--- src/rtl/agc_ctrl_pkg.sv ---
// Shared definitions for the AGC sequencing controller:
// state encoding, parameter defaults and a counter-width helper.
package agc_ctrl_pkg;

    typedef enum logic [1:0] {
        ST_IDLE  = 2'd0,
        ST_ACQ   = 2'd1,
        ST_TRACK = 2'd2,
        ST_HOLD  = 2'd3
    } agc_state_t;

    localparam int CFG_W            = 16;
    localparam int DEF_GAIN_WIDTH   = 16;
    localparam int DEF_GAIN_HIGH    = 2048;
    localparam int DEF_GAIN_LOW     = 0;
    localparam int DEF_SETTLE_TOL   = 4;
    localparam int DEF_SETTLE_COUNT = 8;
    localparam int DEF_LOSE_TOL     = 64;
    localparam int DEF_ACQ_TIMEOUT  = 256;
    localparam int DEF_SAT_COUNT    = 16;

    function automatic int cnt_w(input int max_val);
        return (max_val < 1) ? 1 : $clog2(max_val + 1);
    endfunction

endpackage

--- src/rtl/agc_settle_det.sv ---
// Gain-step tracker: keeps the previous gain, measures |delta| and counts
// consecutive settled and saturated updates for the sequencing FSM.
module agc_settle_det
    import agc_ctrl_pkg::*;
#(
    parameter int GAIN_WIDTH   = DEF_GAIN_WIDTH,
    parameter int GAIN_HIGH    = DEF_GAIN_HIGH,
    parameter int GAIN_LOW     = DEF_GAIN_LOW,
    parameter int SETTLE_TOL   = DEF_SETTLE_TOL,
    parameter int SETTLE_COUNT = DEF_SETTLE_COUNT,
    parameter int LOSE_TOL     = DEF_LOSE_TOL,
    parameter int SAT_COUNT    = DEF_SAT_COUNT
) (
    input  logic                         clk,
    input  logic                         rst_n,
    input  logic                         i_clear,
    input  logic                         i_sat_clear,
    input  logic                         i_upd,
    input  logic signed [GAIN_WIDTH-1:0] i_gain,
    output logic                         o_settled_hit,
    output logic                         o_lost_hit,
    output logic                         o_sat_hit
);

    localparam int SW = cnt_w(SETTLE_COUNT);
    localparam int TW = cnt_w(SAT_COUNT);
    localparam logic [GAIN_WIDTH:0]          L_SETTLE_TOL = (GAIN_WIDTH+1)'(SETTLE_TOL);
    localparam logic [GAIN_WIDTH:0]          L_LOSE_TOL   = (GAIN_WIDTH+1)'(LOSE_TOL);
    localparam logic signed [GAIN_WIDTH-1:0] L_HIGH       = GAIN_WIDTH'(GAIN_HIGH);
    localparam logic signed [GAIN_WIDTH-1:0] L_LOW        = GAIN_WIDTH'(GAIN_LOW);
    localparam logic [SW-1:0]                L_SC         = SW'(SETTLE_COUNT);
    localparam logic [TW-1:0]                L_TC         = TW'(SAT_COUNT);

    logic signed [GAIN_WIDTH-1:0] r_prev;
    logic                         r_have_prev;
    logic [SW-1:0]                r_settle_cnt;
    logic [TW-1:0]                r_sat_cnt;

    logic signed [GAIN_WIDTH:0]   w_delta;
    logic [GAIN_WIDTH:0]          w_abs;
    logic                         w_small;
    logic                         w_big;
    logic                         w_is_sat;
    logic [SW-1:0]                w_settle_nxt;
    logic [TW-1:0]                w_sat_nxt;

    // One extra bit so the difference of two extreme gains cannot wrap.
    assign w_delta  = {i_gain[GAIN_WIDTH-1], i_gain} - {r_prev[GAIN_WIDTH-1], r_prev};
    assign w_abs    = w_delta[GAIN_WIDTH] ? $unsigned(-w_delta) : $unsigned(w_delta);
    assign w_small  = (w_abs <= L_SETTLE_TOL);
    assign w_big    = (w_abs > L_LOSE_TOL);
    assign w_is_sat = (i_gain >= L_HIGH) || (i_gain <= L_LOW);

    always_comb begin
        w_settle_nxt = r_settle_cnt;
        if (i_upd && r_have_prev) begin
            if (!w_small)
                w_settle_nxt = '0;
            else if (r_settle_cnt != L_SC)
                w_settle_nxt = r_settle_cnt + SW'(1);
        end
    end

    always_comb begin
        w_sat_nxt = r_sat_cnt;
        if (i_upd) begin
            if (!w_is_sat)
                w_sat_nxt = '0;
            else if (r_sat_cnt != L_TC)
                w_sat_nxt = r_sat_cnt + TW'(1);
        end
    end

    assign o_settled_hit = i_upd && r_have_prev && w_small && (w_settle_nxt == L_SC);
    assign o_lost_hit    = i_upd && r_have_prev && w_big;
    assign o_sat_hit     = (w_sat_nxt == L_TC);

    always_ff @(posedge clk or negedge rst_n) begin
        if (!rst_n) begin
            r_prev       <= '0;
            r_have_prev  <= 1'b0;
            r_settle_cnt <= '0;
        end else if (i_clear) begin
            r_prev       <= '0;
            r_have_prev  <= 1'b0;
            r_settle_cnt <= '0;
        end else if (i_upd) begin
            r_prev       <= i_gain;
            r_have_prev  <= 1'b1;
            r_settle_cnt <= w_settle_nxt;
        end
    end

    always_ff @(posedge clk or negedge rst_n) begin
        if (!rst_n)
            r_sat_cnt <= '0;
        else if (i_sat_clear)
            r_sat_cnt <= '0;
        else
            r_sat_cnt <= w_sat_nxt;
    end

endmodule

--- src/rtl/agc_ctrl.sv ---
// AGC sequencing controller: acquisition/track/hold FSM, shadowed config and
// datapath reset generation.
//   state | meaning
//   IDLE  | AGC held in reset, loop disabled
//   ACQ   | acquiring, waiting for settled gain (timeout restarts the AGC)
//   TRACK | locked, watching for gain jumps or reference changes
//   HOLD  | gain frozen, returns to the state it was entered from
module agc_ctrl
    import agc_ctrl_pkg::*;
#(
    parameter int GAIN_WIDTH   = DEF_GAIN_WIDTH,
    parameter int GAIN_HIGH    = DEF_GAIN_HIGH,
    parameter int GAIN_LOW     = DEF_GAIN_LOW,
    parameter int SETTLE_TOL   = DEF_SETTLE_TOL,
    parameter int SETTLE_COUNT = DEF_SETTLE_COUNT,
    parameter int LOSE_TOL     = DEF_LOSE_TOL,
    parameter int ACQ_TIMEOUT  = DEF_ACQ_TIMEOUT,
    parameter int SAT_COUNT    = DEF_SAT_COUNT
) (
    input  logic                         clk,
    input  logic                         rst_n,
    input  logic                         enable,
    input  logic                         freeze,
    input  logic                         cfg_we,
    input  logic [CFG_W-1:0]             cfg_ref_pow,
    input  logic [CFG_W-1:0]             cfg_acq_coef,
    input  logic [CFG_W-1:0]             cfg_trk_coef,
    input  logic signed [GAIN_WIDTH-1:0] gain_in,
    input  logic                         gain_in_valid,
    output logic [CFG_W-1:0]             ref_pow,
    output logic [CFG_W-1:0]             error_coef,
    output logic                         agc_rst,
    output logic [1:0]                   state,
    output logic                         locked,
    output logic                         sat,
    output logic                         cfg_pending
);

    localparam int            UW         = cnt_w(ACQ_TIMEOUT);
    localparam logic [UW-1:0] L_UPD_LAST = UW'(ACQ_TIMEOUT - 1);

    logic [1:0]       r_sync;
    agc_state_t       r_state, r_ret, w_nxt;
    logic [UW-1:0]    r_upd_cnt;
    logic [CFG_W-1:0] r_sh_ref, r_sh_acq, r_sh_trk;
    logic [CFG_W-1:0] r_act_ref, r_act_acq, r_act_trk;
    logic [CFG_W-1:0] r_error_coef;
    logic             r_cfg_pending, r_agc_rst, r_locked, r_sat;

    logic             w_run, w_upd, w_settled, w_lost, w_sat_hit;
    logic             w_timeout, w_apply, w_ref_chg, w_clr, w_det_clr;
    logic [CFG_W-1:0] w_acq_nxt, w_trk_nxt;

    // Reset assertion is immediate; release reaches the FSM two clocks later.
    always_ff @(posedge clk or negedge rst_n) begin
        if (!rst_n)
            r_sync <= 2'b00;
        else
            r_sync <= {r_sync[0], 1'b1};
    end

    assign w_run     = r_sync[1];
    assign w_upd     = w_run && enable && !freeze && gain_in_valid &&
                       (r_state == ST_ACQ || r_state == ST_TRACK);
    assign w_timeout = w_upd && (r_state == ST_ACQ) && !w_settled && (r_upd_cnt == L_UPD_LAST);
    assign w_apply   = r_cfg_pending && !cfg_we &&
                       (gain_in_valid || r_state == ST_IDLE || r_state == ST_HOLD);
    assign w_ref_chg = w_apply && (r_sh_ref != r_act_ref);
    assign w_acq_nxt = w_apply ? r_sh_acq : r_act_acq;
    assign w_trk_nxt = w_apply ? r_sh_trk : r_act_trk;
    assign w_det_clr = (r_state == ST_IDLE) || w_clr;

    agc_settle_det #(
        .GAIN_WIDTH   (GAIN_WIDTH),
        .GAIN_HIGH    (GAIN_HIGH),
        .GAIN_LOW     (GAIN_LOW),
        .SETTLE_TOL   (SETTLE_TOL),
        .SETTLE_COUNT (SETTLE_COUNT),
        .LOSE_TOL     (LOSE_TOL),
        .SAT_COUNT    (SAT_COUNT)
    ) u_settle_det (
        .clk           (clk),
        .rst_n         (rst_n),
        .i_clear       (w_det_clr),
        .i_sat_clear   (r_state == ST_IDLE),
        .i_upd         (w_upd),
        .i_gain        (gain_in),
        .o_settled_hit (w_settled),
        .o_lost_hit    (w_lost),
        .o_sat_hit     (w_sat_hit)
    );

    always_comb begin
        w_nxt = r_state;
        w_clr = 1'b0;
        if (!w_run || !enable) begin
            w_nxt = ST_IDLE;
        end else begin
            case (r_state)
                ST_IDLE:  w_nxt = ST_ACQ;
                ST_ACQ: begin
                    if (freeze)
                        w_nxt = ST_HOLD;
                    else if (w_settled)
                        w_nxt = ST_TRACK;
                    else if (w_timeout)
                        w_clr = 1'b1;
                end
                ST_TRACK: begin
                    if (freeze) begin
                        w_nxt = ST_HOLD;
                    end else if (w_lost || w_ref_chg) begin
                        w_nxt = ST_ACQ;
                        w_clr = 1'b1;
                    end
                end
                ST_HOLD: begin
                    if (!freeze)
                        w_nxt = r_ret;
                end
                default:  w_nxt = ST_IDLE;
            endcase
        end
    end

    always_ff @(posedge clk or negedge rst_n) begin
        if (!rst_n) begin
            r_state      <= ST_IDLE;
            r_ret        <= ST_ACQ;
            r_upd_cnt    <= '0;
            r_agc_rst    <= 1'b1;
            r_error_coef <= '0;
            r_locked     <= 1'b0;
            r_sat        <= 1'b0;
        end else begin
            r_state <= w_nxt;
            if ((r_state == ST_ACQ || r_state == ST_TRACK) && w_nxt == ST_HOLD)
                r_ret <= r_state;
            if (w_clr || w_nxt == ST_IDLE || w_nxt == ST_TRACK)
                r_upd_cnt <= '0;
            else if (w_upd && r_state == ST_ACQ)
                r_upd_cnt <= r_upd_cnt + UW'(1);
            r_agc_rst <= (w_nxt == ST_IDLE) || w_timeout;
            case (w_nxt)
                ST_ACQ:   r_error_coef <= w_acq_nxt;
                ST_TRACK: r_error_coef <= w_trk_nxt;
                default:  r_error_coef <= '0;
            endcase
            r_locked <= (w_nxt == ST_TRACK) || (w_nxt == ST_HOLD && r_locked);
            r_sat    <= (w_nxt != ST_IDLE) && w_sat_hit;
        end
    end

    // A write coinciding with a strobe re-arms the shadow and defers the copy.
    always_ff @(posedge clk or negedge rst_n) begin
        if (!rst_n) begin
            r_sh_ref      <= '0;
            r_sh_acq      <= '0;
            r_sh_trk      <= '0;
            r_act_ref     <= '0;
            r_act_acq     <= '0;
            r_act_trk     <= '0;
            r_cfg_pending <= 1'b0;
        end else if (cfg_we) begin
            r_sh_ref      <= cfg_ref_pow;
            r_sh_acq      <= cfg_acq_coef;
            r_sh_trk      <= cfg_trk_coef;
            r_cfg_pending <= 1'b1;
        end else if (w_apply) begin
            r_act_ref     <= r_sh_ref;
            r_act_acq     <= r_sh_acq;
            r_act_trk     <= r_sh_trk;
            r_cfg_pending <= 1'b0;
        end
    end

    assign state       = r_state;
    assign ref_pow     = r_act_ref;
    assign error_coef  = r_error_coef;
    assign agc_rst     = r_agc_rst;
    assign locked      = r_locked;
    assign sat         = r_sat;
    assign cfg_pending = r_cfg_pending;

endmodule

--- config.mk ---
export PLATFORM = sky130hd
export DESIGN_NAME = agc_ctrl
export DESIGN_NICKNAME = d
export VERILOG_FILES = /design/src/rtl/agc_ctrl_pkg.sv /design/src/rtl/agc_settle_det.sv /design/src/rtl/agc_ctrl.sv
export SDC_FILE = /design/constraint.sdc
export NUM_CORES = 1
export LEC_CHECK = 0
export BUFFER_PORTS_ARGS = -buffer_cell sky130_fd_sc_hd__buf_4
export CAP_MARGIN = 20
export CORE_AREA = 4 4 125 127
export CTS_CLUSTER_DIAMETER = 30
export DETAILED_ROUTE_END_ITERATION = 6
export DIE_AREA = 0 0 129 131
export GPL_TIMING_DRIVEN = 0
export PLACE_DENSITY = 0.9
export SLEW_MARGIN = 0
export SYNTH_ARGS = -nofsm -noshare
export SYNTH_HDL_FRONTEND = slang
export SYNTH_SLANG_ARGS = --single-unit
export TNS_END_PERCENT = 50
--- constraint.sdc ---
create_clock -name clk -period 5.45 [get_ports clk]
set_input_delay 1.09 -clock clk [delete_from_list [all_inputs] [get_ports clk]]
set_output_delay 1.09 -clock clk [all_outputs]
set_load 0.02 [all_outputs]
==> results by group, run 1 <==
Yosys
  • Synthesis Warnings: 0
  • Cells after synthesis: around 800
  • Synth area leader: dfrtp_1
  • Synth area leaders: dfrtp_1, mux2_2, ha_1
  • Synth top area share: 45.7%
  • Syn_area_per_cell: 10.8 µm²
  • Synth Flop Type: dfrtp_1
  • Post-Syn Area: ~8500 µm²
  • Seq/Total Area, Yosys: 46.3%
  • Yosys reg bits: 157
  • Async S/R FF share, synth: between 90% and 100%
  • Netlist cell types: between 70 and 80
  • Net Count, Synth: just under 900
  • Post-synth EDFFs: 0

Detailed routing
  • Routed vias: 6804
  • DRT iter0 DRCs: 531
  • Initial DRT Pass Iterations: 5
  • Post-DRT Antenna Nets: 0
  • Via density per instance: approximately 6.1
  • Total wire length: 21500 µm
  • Routed len/inst: just under 20 µm
  • # DRC: 0

Clocking
  • Buffer levels on the longest clock path: 2
  • Post-CTS setup buffers: 0
  • Clock root buffer: clkbuf_16
  • Worst-Skew Late Latency: 0.44 ns
  • # clock sinks: 157
  • H-tree level count: 4
  • Cts bufs inserted: 17
  • Reg clk slew, reported paths: 0.07 ns
  • CTS tree: done

Critical path
  • CP endpoint kind: flip-flop
  • Setup CP Type: in -> reg
  • FF-to-FF Start: u_settle_det.r_prev[0]
  • Crit Path Max Fanout: 10
  • Required @ worst endpoint: 5.76 ns
  • CP arrival: 5.57 ns
  • Worst reg2reg endpoint: error_coef[2]
  • R2R cell count: 16
  • Crit path launch type: input port
  • Reg2Reg Setup Slack: 0.62 ns

Pwr
  • Worst vdd ir: approximately 0.00030 V
  • Pwr/cell area: 313 nW/µm²
  • LEAKAGE: 4.31 nW

Hold path
  • Hold Path Sink: r_sync[1]
  • Hold Startpoint: r_sync[0]
  • Hold WC Path Type: reg -> reg
  • Hold Crit Depth: 0

Die
  • Rows: 44
  • Starting Density: 58.9%
  • Die W: about 130 µm
  • DIE AREA: 16900 µm²
  • Core area: 14400 µm²
  • Io pins: roughly 110
  • Die H: between 100 and 150 µm

STA
  • Slew HR: a little over half
  • Final period demand of the worst path: between 5 and 6 ns
  • Final period utilization: 96.4%
  • Setup Skew: just over 0.01 ns
  • Final setup fails: 0
  • Fmax: 190 MHz
  • Min Hold Slack: 0.362 ns
  • Final hold violations: 0
  • Pins Over Slew Limit: 0
  • Setup TNS: 0 ns
  • Worst slew pin tran: 0.704 ns

Cells and area
  • Register area: 3930 µm²
  • Multi-input logic area: 4230 µm²
  • Share of cells above drive strength 1: 31.0%
  • Area delta synth->final: 20.2%
  • Diodes inserted: 0
  • Net count, final: just over 1000
  • Fill cells: 994
  • Cell Count, Final, Fillers Out: 1110

GRT
  • Largest net degree at the start of global routing: 95
  • Tot GR Track Use: 26.5%
  • Initial antenna violation count: 0
  • Vias in the first global route: 6849
  • GRT overflow: 0
  • First-pass GRT wire length: 34800 µm

Place
  • # placed instances: 1078
  • GPL Wtd Cong: 0.955
  • PortBufs: 105
  • Detailed Place HPWL: about 15000 µm

Run
  • Max Cap Viol: 0

Status
  • Status: completed
-- flip-flops by register name (all words and copies together), names as in the netlist --
name,cells
u_settle_det.r_settle_cnt,4
r_sync,2
r_upd_cnt,9
r_ret,2
u_settle_det.r_have_prev,1
sat,1
u_settle_det.r_sat_cnt,5
r_sh_trk,16
r_sh_acq,16
cfg_pending,1
u_settle_det.r_prev,16
error_coef,16
r_act_acq,16
agc_rst,1
state,2
locked,1
r_act_trk,16
ref_pow,16
r_sh_ref,16
-- power by group --
| group | total (mW) | switching, mW | internal [mW] |
|---|---|---|---|
| clock | 1.25 | 0.583 | 0.668 |
| sequential | 1.37 | 0.0764 | 1.29 |
| combinational | 0.580 | 0.311 | 0.268 |
-- how the worst max path moves through the flow --
stage / slack, ns / start / depth (start not counted) / end
floorplan: 0.40 / gain_in[4] / 16 / error_coef[0]
global placement: -0.29 / gain_in[0] / 15 / r_ret[1]
finish: 0.20 / gain_in[0] / 18 / error_coef[2]
detailed placement: -0.36 / gain_in[0] / 15 / r_ret[1]
CTS: 0.03 / gain_in[0] / 15 / r_ret[1]
global route: -0.0007 / gain_in[0] / 18 / error_coef[2]
-- cell type report --
class	instances	area share, %
buffer	38	2.45
clock buffer	17	4.17
clock inverter	15	1.83
inverter	35	1.29
multi-input combinational	558	41.5
sequential	157	38.5
tap	184	2.26
timing repair buffer	106	8.03
-- worst max-delay path, stage by stage --
cell	delay [ns]
buf_4	0.10
inv_1	0.04
ha_1	0.22
fa_1	0.45
nor2b_2	0.24
o221ai_2	0.19
or3_1	0.43
a211o_1	0.37
a311oi_1	0.30
a31oi_1	0.10
a211o_1	0.26
a21boi_0	0.31
a41oi_2	0.25
a221o_2	0.47
and4_4	0.20
buf_6	0.14
buf_8	0.14
a32o_1	0.24
-- what timing repair did --
| item | 4_1_cts | 5_1_grt |
|---|---|---|
| resized for setup | 0 | 10 |
| setup endpoints to repair | 0 | 51 |
| hold buffers | 0 | 0 |
| hold endpoints to repair | 0 | 0 |
-- cell usage after synthesis (3+ instances only) --
cell type	n
a211o_1	3
a211oi_1	4
a21o_1	3
a21oi_1	52
a221oi_1	3
a311oi_1	5
a32o_1	16
and2_1	5
and3_1	4
and3_2	3
buf_1	6
buf_4	4
buf_6	8
clkbuf_1	17
dfrtp_1	155
ha_1	27
inv_1	35
mux2_2	99
mux2i_1	6
nand2_1	72
nand2b_1	4
nand3_1	17
nand4_1	12
nor2_1	47
nor2b_1	8
nor3_1	22
nor3b_1	4
nor4_1	7
o2111ai_1	3
o211ai_1	3
o21a_1	5
o21ai_0	20
o22ai_1	3
o31ai_1	4
or2_2	3
or3_1	9
xnor2_1	15
xor2_1	23
-- layer usage --
layer | GRT usage, % | share of wire [%]
met5 | 0 | 0
met3 | 6.46 | 6.5
met1 | 33.0 | 41
met4 | 10.0 | 3.1
met2 | 45.0 | 50
-- through the flow --
stage          worst slack [ns]  util (%)  instance area, µm²  power, mW
6_report                  0.196      70.8               10200       3.20
5_1_grt               -0.000663      70.8               10200       3.32
4_1_cts                  0.0337      70.4               10200       3.20
3_5_place_dp             -0.362      66.1                9540       1.95
3_3_place_gp             -0.291      65.9                9510       1.92
2_1_floorplan             0.400         -                8490       1.72
-- logic make-up after synthesis --
logic type               count (synthesis)  share of synthesized area [%]
multiplexers                           105                           13.8
AO/OA/AOI/OAI                          155                           13.4
buffers and inverters                   73                           4.48
adder cells (fa/ha/maj)                 28                           4.21
XOR/XNOR                                38                           3.92
AND/OR/NAND/NOR                        231                           13.8
other                                    1                         0.0442
flip-flops                             157                           46.3
-- placed cells by master, fill, tap and decap left out, drive strengths merged, types with 6 or more instances in the layout --
cell type	netlist	layout
nand3	17	17
o21ai	23	23
xnor2	15	15
a32o	16	16
or3	10	10
nand4	13	13
nor2b	8	8
a21oi	52	52
inv	35	46
nor4	9	9
and3	7	7
nand2	72	72
ha	27	27
a211oi	6	6
buf	19	125
and2	7	7
nor3	22	22
xor2	23	23
dfrtp	155	155
mux2i	6	6
nor2	47	47
mux2	99	99
clkbuf	19	36
No activity file was read; power rests on OpenSTA's default activity.
==> run 2, diff against run 1 <==
BUFFER_PORTS_ARGS = unset   (was -buffer_cell sky130_fd_sc_hd__buf_4)
CORE_AREA = 4 4 124 126   (was 4 4 125 127)
DIE_AREA = 0 0 128 130   (was 0 0 129 131)
DONT_BUFFER_PORTS = 1   (was unset)
PLACE_DENSITY = 0.85   (was 0.9)
==> run 2 against run 1 <==
Against the previous run:
- core utilization shrank 5.6 points
- critical path depth shrank 1
- routed wire length shrank 9.6%
- first-iteration DRC count shrank 5.8%
- via count shrank 9.8%
- critical endpoint is now error_coef[11]
- die area shrank 1.5%
- largest power group unchanged
- worst setup slack gained 0.10 ns
- register-to-register slack is essentially flat
- clock skew grew 0.0017 ns
- design area shrank 8.6%
- power shrank 7.1%
==> results by group, run 2 (synthesized netlist as in run 1, its figures left out) <==
Hold path
  • Hold WC Path Type: reg -> reg (unchanged)

Clocking
  • Post-CTS setup buffers: 0 (unchanged)
  • Clock root buffer: clkbuf_16 (unchanged)
  • # clock sinks: 157 (unchanged)
  • Buffer levels on the longest clock path: 2 (unchanged)
  • CTS tree: done (unchanged)
  • Worst-Skew Late Latency: 0.42 ns (was 0.44 ns)
  • Cts bufs inserted: 17 (unchanged)
  • H-tree level count: 4 (unchanged)
  • Reg clk slew, reported paths: 0.07 ns (about the same)

STA
  • Pins Over Slew Limit: 0 (unchanged)
  • Slew HR: 50.5% (was 52.7%)
  • Worst slew pin tran: 0.737 ns (was 0.704 ns)
  • Final period demand of the worst path: 5.15 ns (was 5.25 ns)
  • Final setup fails: 0 (unchanged)
  • Setup TNS: 0 ns (unchanged)
  • Fmax: 194 MHz (was 190 MHz)
  • Final period utilization: 94.5% (was 96.4%)
  • RSZ-0062 raised after global routing: no
  • Setup Skew: 0.0120 ns (was 0.0104 ns)
  • Final hold violations: 0 (unchanged)

Detailed routing
  • Post-DRT Antenna Nets: 0 (unchanged)
  • Routed len/inst: 19.4 µm (about the same)
  • Initial DRT Pass Iterations: 5 (unchanged)
  • # DRC: 0 (unchanged)
  • Routed vias: 6136 (was 6804)
  • DRT iter0 DRCs: 500 (was 531)
  • Via density per instance: 6.11 (was 6.13)
  • Total wire length: 19500 µm (was 21500 µm)

Cells and area
  • Commonest non-fill, non-tap cell in the layout: dfrtp_1 (unchanged)
  • Multi-input logic area: 4190 µm² (was 4230 µm²)
  • Final Cell Area: 9330 µm² (was 10200 µm²)
  • Net count, final: 905 (was 1011)
  • Share of cells above drive strength 1: 21.2% (was 31.0%)
  • Final core occ: 65.2% (was 70.8%)
  • Area delta synth->final: 9.89% (was 20.2%)
  • Diodes inserted: 0 (unchanged)
  • Register area: 3930 µm² (unchanged)
  • Fill cells: 1061 (was 994)
  • Most frequent cells in the layout: dfrtp_1, mux2_2, nand2_1, a21oi_1, nor2_1 (was dfrtp_1, buf_4, mux2_2, nand2_1, a21oi_1)

Die
  • Rows: 44 (unchanged)
  • DIE AREA: 16600 µm² (was 16900 µm²)
  • Die W: 128 µm (was 129 µm)
  • Starting Density: 59.3% (was 58.9%)
  • Die H: 130 µm (was 131 µm)
  • Core area: 14300 µm² (was 14400 µm²)
  • Io pins: 108 (unchanged)

Critical path
  • Slowest-stage cell, CP: a221o_2 (unchanged)
  • CP arrival: 5.46 ns (was 5.57 ns)
  • Critical Path Max Stage Delay: 0.50 ns (was 0.47 ns)
  • Crit path launch type: input port (unchanged)
  • CP endpoint kind: flip-flop (unchanged)
  • CP Cell Sequence: inv_1 -> ha_1 -> fa_1 -> nor2b_1 -> o221ai_1 -> a21oi_1 -> xor2_1 -> nor4_4 -> mux2i_1 -> a21boi_0 -> a2111oi_4 -> a41oi_1 -> a221o_2 -> and4_4 -> buf_6 -> buf_8 -> a32o_1 (was buf_4 -> inv_1 -> ha_1 -> fa_1 -> nor2b_2 -> o221ai_2 -> or3_1 -> a211o_1 -> a311oi_1 -> a31oi_1 -> a211o_1 -> a21boi_0 -> a41oi_2 -> a221o_2 -> and4_4 -> buf_6 -> buf_8 -> a32o_1)
  • Setup CP Type: in -> reg (unchanged)
  • Required @ worst endpoint: 5.76 ns (about the same)
  • Crit Path Max Fanout: 10 (unchanged)
  • Reg2Reg Setup Slack: 0.61 ns (was 0.62 ns)

Run
  • Max Cap Viol: 0 (unchanged)

GRT
  • Initial antenna violation count: 2 (was 0)
  • Tot GR Track Use: 23.8% (was 26.5%)
  • First-pass GRT wire length: 31100 µm (was 34800 µm)
  • Largest net degree at the start of global routing: 158 (was 95)
  • Vias in the first global route: 6067 (was 6849)
  • GRT overflow: 0 (unchanged)

Pwr
  • LEAKAGE: 3.76 nW (was 4.31 nW)
  • Pwr/cell area: 318 nW/µm² (was 313 nW/µm²)
  • Worst vdd ir: 0.000309 V (was 0.000299 V)

Place
  • PortBufs: 0 (was 105)
  • Detailed Place HPWL: 13600 µm (was 14700 µm)
  • DP Area: 8720 µm² (was 9540 µm²)
  • GPL Wtd Cong: 0.915 (was 0.955)

Status
  • Status: completed (unchanged)
[run 2: cell count changes in the layout (fill, tap and decap cells not counted), moves of 2 or more]
cell / change
buf_4: -104
a211oi_1: +2
inv_6: +3
inv_8: -6
clkinv_8: +4
a211oi_2: -2
[run 2: layout make-up]
cell class / count / share of cell area, %
Clock inverter: 15 / 1.85
Inverter: 35 / 1.41
Sequential cell: 157 / 42.1
Clock buffer: 17 / 4.56
Tap cell: 184 / 2.47
Multi-Input combinational cell: 558 / 44.9
Buffer: 38 / 2.67
[run 2: critical path, delay by kind of cell]
family	cells	cell delay (ns)
multiplexers	1	0.23
buffers and inverters	3	0.29
AO/OA/AOI/OAI	7	2.15
adder cells (fa/ha/maj)	2	0.66
AND/OR/NAND/NOR	3	0.86
XOR/XNOR	1	0.17
[run 2: worst paths after layout]
kind,from,end,cells past startpoint
max,gain_in[0],error_coef[11],17
min,r_sync[0],r_sync[1],0
max reg2reg,u_settle_det.r_prev[0],error_coef[11],16
min reg2reg,r_sync[0],r_sync[1],0
max in group asynchronous,rst_n,r_ret[0],0
min in group asynchronous,rst_n,u_settle_det.r_prev[10],0
[run 2: where the power goes]
part | internal (mW) | switching, mW
clock | 0.617 | 0.542
combinational | 0.189 | 0.201
sequential | 1.29 | 0.129
[run 2: routing by layer]
metal	track usage (%)	share of wire [%]	vias to the layer above
li1	-	-	2895
met1	30.6	42	2992
met2	38.5	48	213
met3	7.98	7.5	32
met4	7.12	1.8	4
met5	0	0.11	-
[run 2: repair_timing]
action                     CTS  global route
hold buffers                 0             0
setup endpoints to repair    0            14
resized for setup            0             1
[run 2: per-stage QoR]
stage / hold slack [ns] / worst slack [ns] / power, mW / std cells
floorplan: 0.331 / 0.400 / 1.72 / 788
global placement: 0.332 / -0.206 / 1.80 / 972
detailed placement: 0.353 / -0.238 / 1.82 / 972
CTS: 0.350 / 0.174 / 2.98 / 1004
global route: 0.342 / 0.0496 / 3.09 / 1004
finish: 0.360 / 0.298 / 2.97 / 1004
==> run 3, diff against run 2 <==
SYNTH_HIERARCHICAL = 1   (was unset)
==> run 3 against run 2 <==
Against the previous run:
- global-route usage down 1.4 points
- design area down 0.19%
- maximum frequency up 0.20%
- sequential share of layout area up 0.079 points
- sequential power down 3%
- critical path depth unchanged
- clock skew down 0.0029 ns
- highest routed layer is now met4
- sequential cell count unchanged
==> results by group, run 3 <==
GRT
  • Vias in the first global route: 5741 (was 6067)
  • GRT overflow: 0 (unchanged)
  • First-pass GRT wire length: 29300 µm (was 31100 µm)
  • Largest net degree at the start of global routing: 158 (unchanged)
  • Tot GR Track Use: 22.4% (was 23.8%)
  • Initial antenna violation count: 1 (was 2)

Die
  • Die H: 130 µm (unchanged)
  • DIE AREA: 16600 µm² (unchanged)
  • Io pins: 108 (unchanged)
  • Core area: 14300 µm² (unchanged)
  • Starting Density: 58.9% (was 59.3%)
  • Rows: 44 (unchanged)
  • Die W: 128 µm (unchanged)

Cells and area
  • Most frequent cells in the layout: dfrtp_1, nand2_1, nor2_1, mux2_2, a21oi_1 (was dfrtp_1, mux2_2, nand2_1, a21oi_1, nor2_1)
  • Fill cells: 1069 (was 1061)
  • Cell Count, Final, Fillers Out: 984 (was 1004)
  • Share of cells above drive strength 1: 22.2% (was 21.2%)
  • Net count, final: 889 (was 905)
  • Commonest non-fill, non-tap cell in the layout: dfrtp_1 (unchanged)
  • Area delta synth->final: 10.4% (was 9.89%)
  • Final Cell Area: 9310 µm² (was 9330 µm²)
  • Final core occ: 65.1% (was 65.2%)

Clocking
  • Buffer levels on the longest clock path: 2 (unchanged)
  • # hold bufs at CTS: 0 (unchanged)
  • # clock sinks: 157 (unchanged)
  • Worst-Skew Late Latency: 0.42 ns (about the same)
  • H-tree level count: 4 (unchanged)
  • Reg clk slew, reported paths: 0.07 ns (about the same)
  • Cts bufs inserted: 17 (unchanged)
  • CTS tree: done (unchanged)
  • Clock root buffer: clkbuf_16 (unchanged)

Yosys
  • Synthesis Warnings: 6 (was 0)
  • Post-synth EDFFs: 0 (unchanged)
  • Synth top area share: 46.0% (was 45.7%)
  • Synth area leaders: dfrtp_1, mux2_2, ha_1 (unchanged)
  • Synth Flop Type: dfrtp_1 (unchanged)
  • Netlist cell types: 90 (was 78)
  • Cells after synthesis: 769 (was 788)
  • Yosys reg bits: 157 (unchanged)
  • Seq/Total Area, Yosys: 46.6% (was 46.3%)
  • Cell with the most instances after synthesis: dfrtp_1 (unchanged)
  • Async S/R FF share, synth: 100% (unchanged)
  • Net Count, Synth: 871 (was 886)
  • Synth area leader: dfrtp_1 (unchanged)
  • Post-Syn Area: 8430 µm² (was 8490 µm²)
  • Top cells by count, synth: dfrtp_1, nand2_1, nor2_1 (was dfrtp_1, mux2_2, nand2_1)
  • Syn_area_per_cell: 11.0 µm² (was 10.8 µm²)

Pwr
  • Pwr/cell area: 318 nW/µm² (about the same)
  • Overall power: 2.96 mW (was 2.97 mW)
  • LEAKAGE: 3.96 nW (was 3.76 nW)
  • Worst vdd ir: 0.000285 V (was 0.000309 V)

STA
  • Final hold violations: 0 (unchanged)
  • RSZ-0062 raised after global routing: no (unchanged)
  • Fmax: 194 MHz (about the same)
  • Pins Over Slew Limit: 0 (unchanged)
  • Setup Skew: 0.00913 ns (was 0.0120 ns)
  • Min Hold Slack: 0.353 ns (was 0.360 ns)
  • Worst slew pin tran: 0.968 ns (was 0.737 ns)
  • Final period utilization: 94.3% (was 94.5%)
  • Setup TNS: 0 ns (unchanged)
  • Slew HR: 35.3% (was 50.5%)
  • Final period demand of the worst path: 5.14 ns (was 5.15 ns)
  • Final setup fails: 0 (unchanged)
  • Post-route setup slack: 0.308 ns (was 0.298 ns)

Detailed routing
  • Total wire length: 18200 µm (was 19500 µm)
  • Routed vias: 5826 (was 6136)
  • Post-DRT Antenna Nets: 0 (unchanged)
  • # DRC: 0 (unchanged)
  • Initial DRT Pass Iterations: 5 (unchanged)
  • Via density per instance: 5.92 (was 6.11)
  • DRT iter0 DRCs: 423 (was 500)
  • Routed len/inst: 18.5 µm (was 19.4 µm)

Critical path
  • CP most frequent cell: o21ai_0
  • Top delay family on crit path: simple AND/OR/NAND/NOR gates (was compound AO/OA/AOI/OAI gates)
  • Setup CP Type: in -> reg (unchanged)
  • Required @ worst endpoint: 5.73 ns (was 5.76 ns)
  • Critical Path Max Stage Delay: 0.48 ns (was 0.50 ns)
  • CP Cell Sequence: inv_1 -> ha_1 -> fa_1 -> nand2b_1 -> a21boi_2 -> o21ai_0 -> and2_2 -> nor3_4 -> and4b_1 -> o2111a_1 -> o22a_2 -> and4_1 -> nor4_1 -> o21ai_0 -> or3b_2 -> clkbuf_1 -> nor2_1 (was inv_1 -> ha_1 -> fa_1 -> nor2b_1 -> o221ai_1 -> a21oi_1 -> xor2_1 -> nor4_4 -> mux2i_1 -> a21boi_0 -> a2111oi_4 -> a41oi_1 -> a221o_2 -> and4_4 -> buf_6 -> buf_8 -> a32o_1)
  • CP arrival: 5.42 ns (was 5.46 ns)
  • CP endpoint kind: flip-flop (unchanged)
  • Worst Path Buf+Inv: 2 (was 3)
  • Crit Path Max Fanout: 10 (unchanged)
  • Slowest-stage cell, CP: clkbuf_1 (was a221o_2)
  • Crit path launch type: input port (unchanged)

Place
  • Pre-CTS setup slack: -0.600 ns (was -0.238 ns)
  • GPL Wtd Cong: 0.870 (was 0.915)
  • # placed instances: 953 (was 972)
  • PortBufs: 0 (unchanged)
  • Detailed Place HPWL: 12700 µm (was 13600 µm)
  • DP Area: 8660 µm² (was 8720 µm²)

Status
  • Status: completed (unchanged)

Run
  • Max Cap Viol: 0 (unchanged)

Hold path
  • Hold WC Path Type: reg -> reg (unchanged)
==> run 3: cell count changes in the layout (fill, tap and decap cells not counted), sizes merged, moves of 12 or more <==
cell and change:
nor2 +16, mux2i +15, xnor2 +12, xor2 -13, a32o -16, a22oi +16, nand2 +12, mux2 -18
a21oi -16
==> run 3: cell families after synthesis <==
family | after synthesis | share of synthesized area [%]
adders and majority gates | 32 | 4.84
DFF | 157 | 46.6
other | 1 | 0.0445
AOI/OAI and AO/OA | 127 | 11.7
and+or+nand+nor | 253 | 15.2
muxes | 102 | 14.2
buffers and inverters | 60 | 3.55
xor gates and xnor gates | 37 | 3.84
==> run 3: report_power, final <==
group          internal [mW]  switching, mW
logic                  0.204          0.188
registers               1.28          0.106
clock network          0.655          0.533
total                   2.14          0.826
==> run 3: per-layer routing <==
| metal | routed length (µm) | GRT usage [%] | share of wire, % | vias to the layer above |
|---|---|---|---|---|
| li1 | - | - | - | 2770 |
| met1 | 7860 | 29.2 | 43 | 2864 |
| met2 | 8720 | 35.4 | 48 | 161 |
| met3 | 1240 | 7.12 | 6.8 | 31 |
| met4 | 378 | 7.99 | 2.1 | 0 |
| met5 | 0 | 0 | 0 | - |
==> run 3: worst paths after layout <==
check	from	to	slack, ns	cells after the start
setup reg to reg	u_settle_det/r_prev[0]	u_settle_det/r_prev[7]	0.63	16
setup / recovery	gain_in[0]	u_settle_det/r_prev[7]	0.31	17
max in group asynchronous	rst_n	agc_rst	4.80	0
min in group asynchronous	rst_n	r_sh_acq[8]	0.37	0
hold / removal	r_sync[0]	r_sync[1]	0.35	0
hold reg to reg	r_sync[0]	r_sync[1]	0.35	0
==> run 3: area by class of cell <==
cell class              count  area [µm²]  share of cell area, %
flip-flops and latches    157        3930                   42.2
diodes                      1        2.50                 0.0269
multi-input cells         552        4250                   45.6
plain buffers              26         180                   1.93
well taps                 184         230                   2.47
inverters                  31         116                   1.25
clock inverters            14         161                   1.73
clock buffers              17         425                   4.57
repair buffers              2        15.0                  0.161
==> run 3: repair_timing <==
action	CTS	global route
setup endpoints to repair	12	20
resized for setup	5	16
cloned	0	0
pin swaps	0	2
setup buffers	0	2
